==> src/rtl/countdown_timer.sv <==
// BCD mm:ss countdown timer with pause/resume, load clamping and a
// self-clearing alarm that lasts ALARM_TICKS ce ticks unless acknowledged.
module countdown_timer #(
    parameter int unsigned ALARM_TICKS = 10
) (
    input  logic       clk,
    input  logic       rst,
    input  logic       ce,
    input  logic       ld,
    input  logic [7:0] d_min,
    input  logic [7:0] d_sec,
    input  logic       start,
    input  logic       pause,
    input  logic       ack,
    output logic [7:0] q_min,
    output logic [7:0] q_sec,
    output logic       running,
    output logic       done,
    output logic       alarm
);

    typedef enum logic [1:0] {IDLE, RUN, PAUSE, ALARM} state_t;

    localparam logic [7:0] TICK_LAST = 8'(ALARM_TICKS - 1);

    state_t      state, state_nx;
    logic [15:0] cnt_nx;
    logic [7:0]  tick, tick_nx;
    logic        done_nx;
    logic        cnt_zero;

    function automatic logic [7:0] clamp_bcd(input logic [7:0] d);
        logic [3:0] t, o;
        t = (d[7:4] > 4'd5) ? 4'd5 : d[7:4];
        o = (d[3:0] > 4'd9) ? 4'd9 : d[3:0];
        return {t, o};
    endfunction

    // One-second decrement with BCD borrow through all four digits; 00:00 holds.
    function automatic logic [15:0] dec_bcd(input logic [15:0] c);
        logic [3:0] m10, m1, s10, s1;
        {m10, m1, s10, s1} = c;
        if (c != 16'h0000) begin
            if (s1 != 4'd0) begin
                s1 = s1 - 4'd1;
            end else begin
                s1 = 4'd9;
                if (s10 != 4'd0) begin
                    s10 = s10 - 4'd1;
                end else begin
                    s10 = 4'd5;
                    if (m1 != 4'd0) begin
                        m1 = m1 - 4'd1;
                    end else begin
                        m1  = 4'd9;
                        m10 = m10 - 4'd1;
                    end
                end
            end
        end
        return {m10, m1, s10, s1};
    endfunction

    assign cnt_zero = ({q_min, q_sec} == 16'h0000);

    always_comb begin
        state_nx = state;
        cnt_nx   = {q_min, q_sec};
        tick_nx  = tick;
        done_nx  = 1'b0;
        case (state)
            IDLE: begin
                if (start && !cnt_zero) begin
                    state_nx = RUN;
                end else if (ld) begin
                    cnt_nx = {clamp_bcd(d_min), clamp_bcd(d_sec)};
                end
            end
            RUN: begin
                if (ce) begin
                    cnt_nx = dec_bcd({q_min, q_sec});
                    // Expiry outranks a coincident pause.
                    if ({q_min, q_sec} == 16'h0001) begin
                        state_nx = ALARM;
                        tick_nx  = 8'd0;
                        done_nx  = 1'b1;
                    end else if (pause) begin
                        state_nx = PAUSE;
                    end
                end else if (pause) begin
                    state_nx = PAUSE;
                end
            end
            PAUSE: begin
                if (ack) begin
                    state_nx = IDLE;
                end else if (pause) begin
                    state_nx = PAUSE;
                end else if (start && !cnt_zero) begin
                    state_nx = RUN;
                end else if (ld) begin
                    cnt_nx = {clamp_bcd(d_min), clamp_bcd(d_sec)};
                end
            end
            ALARM: begin
                if (ack) begin
                    state_nx = IDLE;
                end else if (ce) begin
                    if (tick == TICK_LAST) state_nx = IDLE;
                    else                   tick_nx  = tick + 8'd1;
                end
            end
            default: state_nx = IDLE;
        endcase
    end

    always_ff @(posedge clk) begin
        if (rst) begin
            state   <= IDLE;
            q_min   <= 8'h00;
            q_sec   <= 8'h00;
            tick    <= 8'd0;
            running <= 1'b0;
            done    <= 1'b0;
            alarm   <= 1'b0;
        end else begin
            state          <= state_nx;
            {q_min, q_sec} <= cnt_nx;
            tick           <= tick_nx;
            running        <= (state_nx == RUN);
            done           <= done_nx;
            alarm          <= (state_nx == ALARM);
        end
    end

endmodule
==> config.mk <==
export PLATFORM = sky130hd
export DESIGN_NAME = countdown_timer
export DESIGN_NICKNAME = d
export VERILOG_FILES = /design/src/rtl/countdown_timer.sv
export SDC_FILE = /design/constraint.sdc
export NUM_CORES = 1
export LEC_CHECK = 0
export ABC_AREA = 1
export CAP_MARGIN = 20
export CORE_MARGIN = 2
export CORE_UTILIZATION = 54
export CTS_CLUSTER_DIAMETER = 200
export CTS_CLUSTER_SIZE = 12
export DETAILED_ROUTE_END_ITERATION = 12
export PLACE_DENSITY_LB_ADDON = 0.1
export SETUP_SLACK_MARGIN = 0.05
export SLEW_MARGIN = 20
export SYNTH_ARGS = -nofsm -noshare
export SYNTH_HDL_FRONTEND = slang
export SYNTH_SLANG_ARGS = --single-unit
==> constraint.sdc <==
create_clock -name clk -period 2.37 [get_ports clk]
set_input_delay 0.474 -clock clk [delete_from_list [all_inputs] [get_ports clk]]
set_output_delay 0.474 -clock clk [all_outputs]
set_load 0.1 [all_outputs]
== Word-level counts from Yosys, hierarchy flattened ==
Index checks and enable logic that the tools add are counted.

* Bits in latches: 0
* ROM bits: 0
* RAM bits: 0
* Memories kept: 0
* Register bits after elaboration: 29

* Order comparisons: 4
* Reductions and logical operators: 16
* Shift operators: 0
* $mul: 0
* Equality and inequality tests: 18
* Div/mod/pow operators: 0
* $add $sub $neg: 5
* Bitwise operators: 2
* Multiplexer cells: 40

{| class="wikitable"
|+ Operator list
! cell !! number
|-
| two-way mux 16 bit || 5
|-
| two-way mux 4 bit || 17
|-
| one-hot mux 16 bit (3 select lines) || 1
|-
| two-way mux 8 bit || 5
|-
| != test 2 bit, second input constant || 11
|-
| two-way mux 2 bit || 9
|-
| == test 16 x 1 -> 1 bit, second input constant || 1
|-
| zero test 16 bit || 1
|-
| one-hot mux 8 bit (2 select lines) || 1
|-
| nonzero test 16 bit || 1
|-
| subtractor 4 x 1 -> 4 bit, second input constant || 4
|-
| AND reduction 6 bit || 2
|-
| nonzero test 4 bit || 3
|-
| adder 8 x 1 -> 8 bit, second input constant || 1
|-
| == test 8 x 4 -> 1 bit, second input constant || 1
|-
| > comparator 4 x 3 -> 1 bit, second input constant || 2
|-
| > comparator 4 bit, second input constant || 2
|-
| one-hot mux 2 bit (4 select lines) || 1
|-
| AND reduction 8 bit || 1
|-
| AND reduction 7 bit || 1
|-
| == test 2 bit, second input constant || 3
|-
| AND reduction 5 bit || 1
|-
| == test 2 x 1 -> 1 bit, second input constant || 2
|-
| nonzero test 3 bit || 1
|-
| other kinds (7) || 8
|}

== Depth between registers and ports, before layout ==
* Depth in word-level cells: 8
* Gate-level depth with buffers: 12
* Mapped depth without buffers: 12

== Worst setup path before layout ==
No wires, ideal clock.

* Kind: register to register
* From: reg q_min[4]
* To: reg q_min[6]
* Required time: 2.253 ns
* Cell stages (with the launch flop): 13
* Arrival: 2.151 ns
* Clock period less this slack: 2.268 ns
* Path slack: 0.102 ns
* Buffers on the path: 0
* Path through: dfxtp_1 inv_1 ha_1 nand2_1 nor2_4 nand2_2 nand2_4 nand2_4 nand2_8 nand2_2 clkinv_1 nor2_1 nor2_1

* Longest elaborated chain between the ends: 7
* Elaborated cells on any way between the ends: 16
* Classes of those cells: add/sub: 1; eq/ne: 1; mux: 9; reduce/logical: 5

{| class="wikitable"
|+ RTL lines
! item !! RTL line !! source
|-
| start, declared || 15 || <nowiki>output logic [7:0] q_min,</nowiki>
|-
| start signal, assigned || 128 || <nowiki>{q_min, q_sec} <= cnt_nx;</nowiki>
|-
| subtractor 4 x 1 -> 4 bit or zero test 16 bit (tied branches) || 56, 64 ||
|-
| two-way mux 4 bit or zero test 1 bit (tied branches) || 52, 73, 99 ||
|-
| two-way mux 4 bit or logical AND 1 bit (tied branches) || 48, 73, 99 ||
|-
| two-way mux 4 bit or two-way mux 16 bit (tied branches) (2 in series) || n/a ||
|-
| two-way mux 16 bit (on tied branches) || n/a ||
|-
| one-hot mux 16 bit (3 select lines) || 71 || <nowiki>case (state)</nowiki>
|}

Parallel ways exist; a longest one is shown, timed or not. The select of a mux whose other input is x is not followed.
A chain may end at the register's enable or synchronous reset.

== Final worst setup path ==
* From: in pause
* To: reg q_min[0]

* Longest elaborated chain between the ends: 2

{| class="wikitable"
|+ RTL lines
! item !! RTL line !! source
|-
| start, declared || 13 || <nowiki>input logic pause,</nowiki>
|-
| != test 2 bit (no source line) || n/a ||
|-
| AND reduction 7 bit (no source line) || n/a ||
|}

Every way passes these cells.

==> flow_metrics.py <==
metrics = {
    "power": {
        "pwr-share-seq_pct": 29.6,
        "power_switching_mw": 1.16,
        "vdd_drop_max_mv": 0.618,
        "p_int_mw": 1.03,
        "clockPowerShare_pct": 14.1,
        "combPwrFrac_pct": 56.4,
        "p_per_area_nw_per_um2": 926,
        "leakage_nw": 1.04,
        "p_sw_share_pct": 52.9,
    },
    "cts": {
        "clk_pin_slew_worst_paths_ps": 90,
        "cts_buffers": 5,
        "clk_latency_ps": 320,
        "cts.path.max_buffers": 2,
        "h-tree-depth": 2,
        "cts_sinks": 29,
        "cts_setup_buffers": 0,
        "cts_resized": 0,
        "cts_root_buf": "clkbuf_4",
        "cts_hold_buffers": 0,
        "tritoncts": "yes",
    },
    "drt": {
        "vias": 1959,
        "wl_um": 4370,
        "ant_nets": 0,
        "viasPerCell": 5.13,
        "avgRoutedWirePerCell_um": 11.4,
        "remaining_drc_errors": 0,
        "dr.pass1.iters": 4,
        "drt_iter0_markers": 130,
    },
    "hold_path": {
        "hold_path.class": "reg2reg",
        "holdPathStages": 2,
    },
    "logic_synthesis": {
        "synth.distinct_cells": 36,
        "synth-seq-cells": 29,
        "syn_area_per_cell_um2": 6.55,
        "ys_warn_count": 0,
        "syn_inst": 291,
        "ys_seq_area_share_pct": 30.5,
        "syn_nets": 318,
        "netlist_area_um2": 1910,
    },
    "setup_path": {
        "rr_worst_depth": 8,
        "r2r_start": "state[0]",
        "cp-endpoint": "q_min[0]",
        "cp.arrival_ps": 1930,
        "startpoint_type": "input port",
        "path_class": "in2reg",
        "crit_path_max_fanout": 10,
        "crit_start": "pause",
        "rrSetupSlack_ps": 680,
        "required_ps": 2600,
        "end_kind": "flop",
        "timing.rr.end": "q_min[0]",
    },
    "global_route": {
        "grt_pass1_vias": 1787,
        "grt_usage_pct": 23.7,
        "overflow": 0,
        "grt_max_degree": 19,
        "grt_first_pass_wirelength_um": 7650,
        "antenna_found_initial": 0,
    },
    "outcome": {
        "outcome": "completed",
    },
    "timing": {
        "finalHoldViolations": 0,
        "setup_slack_ps": 669,
        "worstMarginPinSlew_ps": 531,
        "max-slew-margin-rel_pct": 64.6,
        "period_minus_slack_ps": 1700,
        "setup_violations": 0,
        "timing.fmax_ghz": 0.588,
        "tns_ps": 0,
        "rsz0062_at_grt": "no",
        "worst_clock_skew_ps": 3.87,
        "period_share_pct": 71.8,
        "drv_slew": 0,
    },
    "layout": {
        "n_antenna_cell": 0,
        "syn_to_final_growth_pct": 24.2,
        "layout.nets": 363,
        "final_layout_size_suffix_gt1_share_pct": 16.1,
    },
    "job": {
        "drv_cap": 0,
    },
    "floorplan": {
        "die_y_um": 63.4,
        "pin_count": 42,
        "dieWidth_um": 63.4,
        "core_area_um2": 3360,
        "start_util_pct": 56.7,
        "num_rows": 21,
        "die_area_um2": 4020,
    },
    "placed_design": {
        "port_buffers": 41,
        "place_ws_ps": 333,
        "gp_congestion": 0.862,
        "dpl.hpwl_um": 3240,
    },
}
power by group through the flow:
| stage | registers [mW] | logic, mW | clock network, mW |
|---|---|---|---|
| 6_report | 0.648 | 1.24 | 0.309 |
| 5_1_grt | 0.660 | 1.34 | 0.342 |
| 4_1_cts | 0.647 | 1.24 | 0.313 |
| 3_5_place_dp | 0.658 | 1.24 | 0 |
| 3_3_place_gp | 0.657 | 1.22 | 0 |
| 2_1_floorplan | 1.09 | 0.552 | 0 |
worst max-delay path, stage by stage:
cell,delay [ps]
clkdlybuf4s50_1,440
inv_1,100
a21oi_1,80
o21ai_1,170
nand3_1,150
nor2_4,280
nand3_1,110
nand2_1,70
nor2_1,50
cell usage after synthesis:
cell type,n,share of area (%)
nand2_4,4,2.4
xnor2_1,3,1.4
nand2_8,1,1.1
dfxtp_1,29,30
nor2_4,5,3.0
a21oi_1,17,4.5
buf_2,2,0.53
a21o_1,1,0.39
ha_1,4,2.6
nand4_1,1,0.33
inv_2,3,0.59
a31oi_1,1,0.33
o21ai_4,1,0.85
inv_4,1,0.33
o211ai_1,1,0.39
xor2_1,5,2.3
o22ai_1,1,0.33
a2111o_1,1,0.59
or2_0,2,0.66
clkinv_1,1,0.20
a22oi_1,2,0.79
a22o_1,1,0.46
nand3_2,2,1.1
buf_4,1,0.39
or2_2,1,0.33
clkbuf_1,1,0.20
o21ai_1,4,1.1
o21ai_0,19,5.0
or2_1,1,0.33
nor2_2,3,0.99
nand2_2,7,2.3
nand2_1,61,12
nor2_1,59,12
nor3_1,6,1.6
nand3_1,17,4.5
inv_1,22,4.3
cell type report:
class / instances / area [µm²]
fill: 323 / 996
timing repair buffer: 42 / 370
multi-input combinational: 231 / 1200
sequential: 29 / 581
tap: 46 / 57.6
inverter: 27 / 104
clock buffer: 7 / 55.1
flip-flops by register name (all words and copies together), names as in the netlist:
register and cells:
q_min 8, q_sec 8, tick 8, state 2, alarm 1, done 1, running 1
cell families after synthesis:
group / Yosys count / share of synthesized area, %
buf+inv: 31 / 6.57
flops: 29 / 30.5
xor+xnor: 8 / 3.68
simple gates: 170 / 42.0
fa+ha+maj: 4 / 2.63
compound gates: 49 / 14.6
per-layer routing:
| layer | track usage (%) | vias to the layer above | routed length, µm |
|---|---|---|---|
| li1 | - | 1028 | - |
| met1 | 29.0 | 882 | 2010 |
| met2 | 41.8 | 43 | 2110 |
| met3 | 5.36 | 6 | 199 |
| met4 | 5.98 | 0 | 39 |
| met5 | 0 | - | 0 |
cells in the final DEF, fill, tap and decap left out, types with 3 or more instances in the layout:
cell type,count
a21oi_1,17
nor2_2,3
nor2_4,5
clkdlybuf4s50_1,22
ha_1,4
nand2_2,7
nand2_4,4
xnor2_1,3
buf_4,20
nor3_1,6
nor2_1,59
nand2_1,61
nand3_1,17
o21ai_1,4
inv_1,22
dfxtp_1,29
clkbuf_4,5
o21ai_0,19
inv_2,3
xor2_1,5
through the flow:
stage	hold WS (ps)	area, µm²	power, mW	cells	utilization, %
3_5_place_dp	466	2310	1.89	375	68.8
2_1_floorplan	458	1910	1.64	291	-
3_3_place_gp	467	2310	1.88	375	68.8
4_1_cts	481	2370	2.20	382	70.4
6_report	482	2370	2.19	382	70.4
5_1_grt	511	2370	2.34	382	70.4
how the worst min path moves through the flow:
stage | to | slack (ps) | from
2_1_floorplan | tick[4] | 460 | tick[4]
3_3_place_gp | q_sec[7] | 470 | q_sec[7]
3_5_place_dp | q_sec[7] | 470 | q_sec[7]
4_1_cts | q_sec[7] | 480 | q_sec[7]
5_1_grt | tick[4] | 510 | tick[4]
6_report | q_sec[7] | 480 | q_sec[7]
Power figures use the tool's default switching activity.
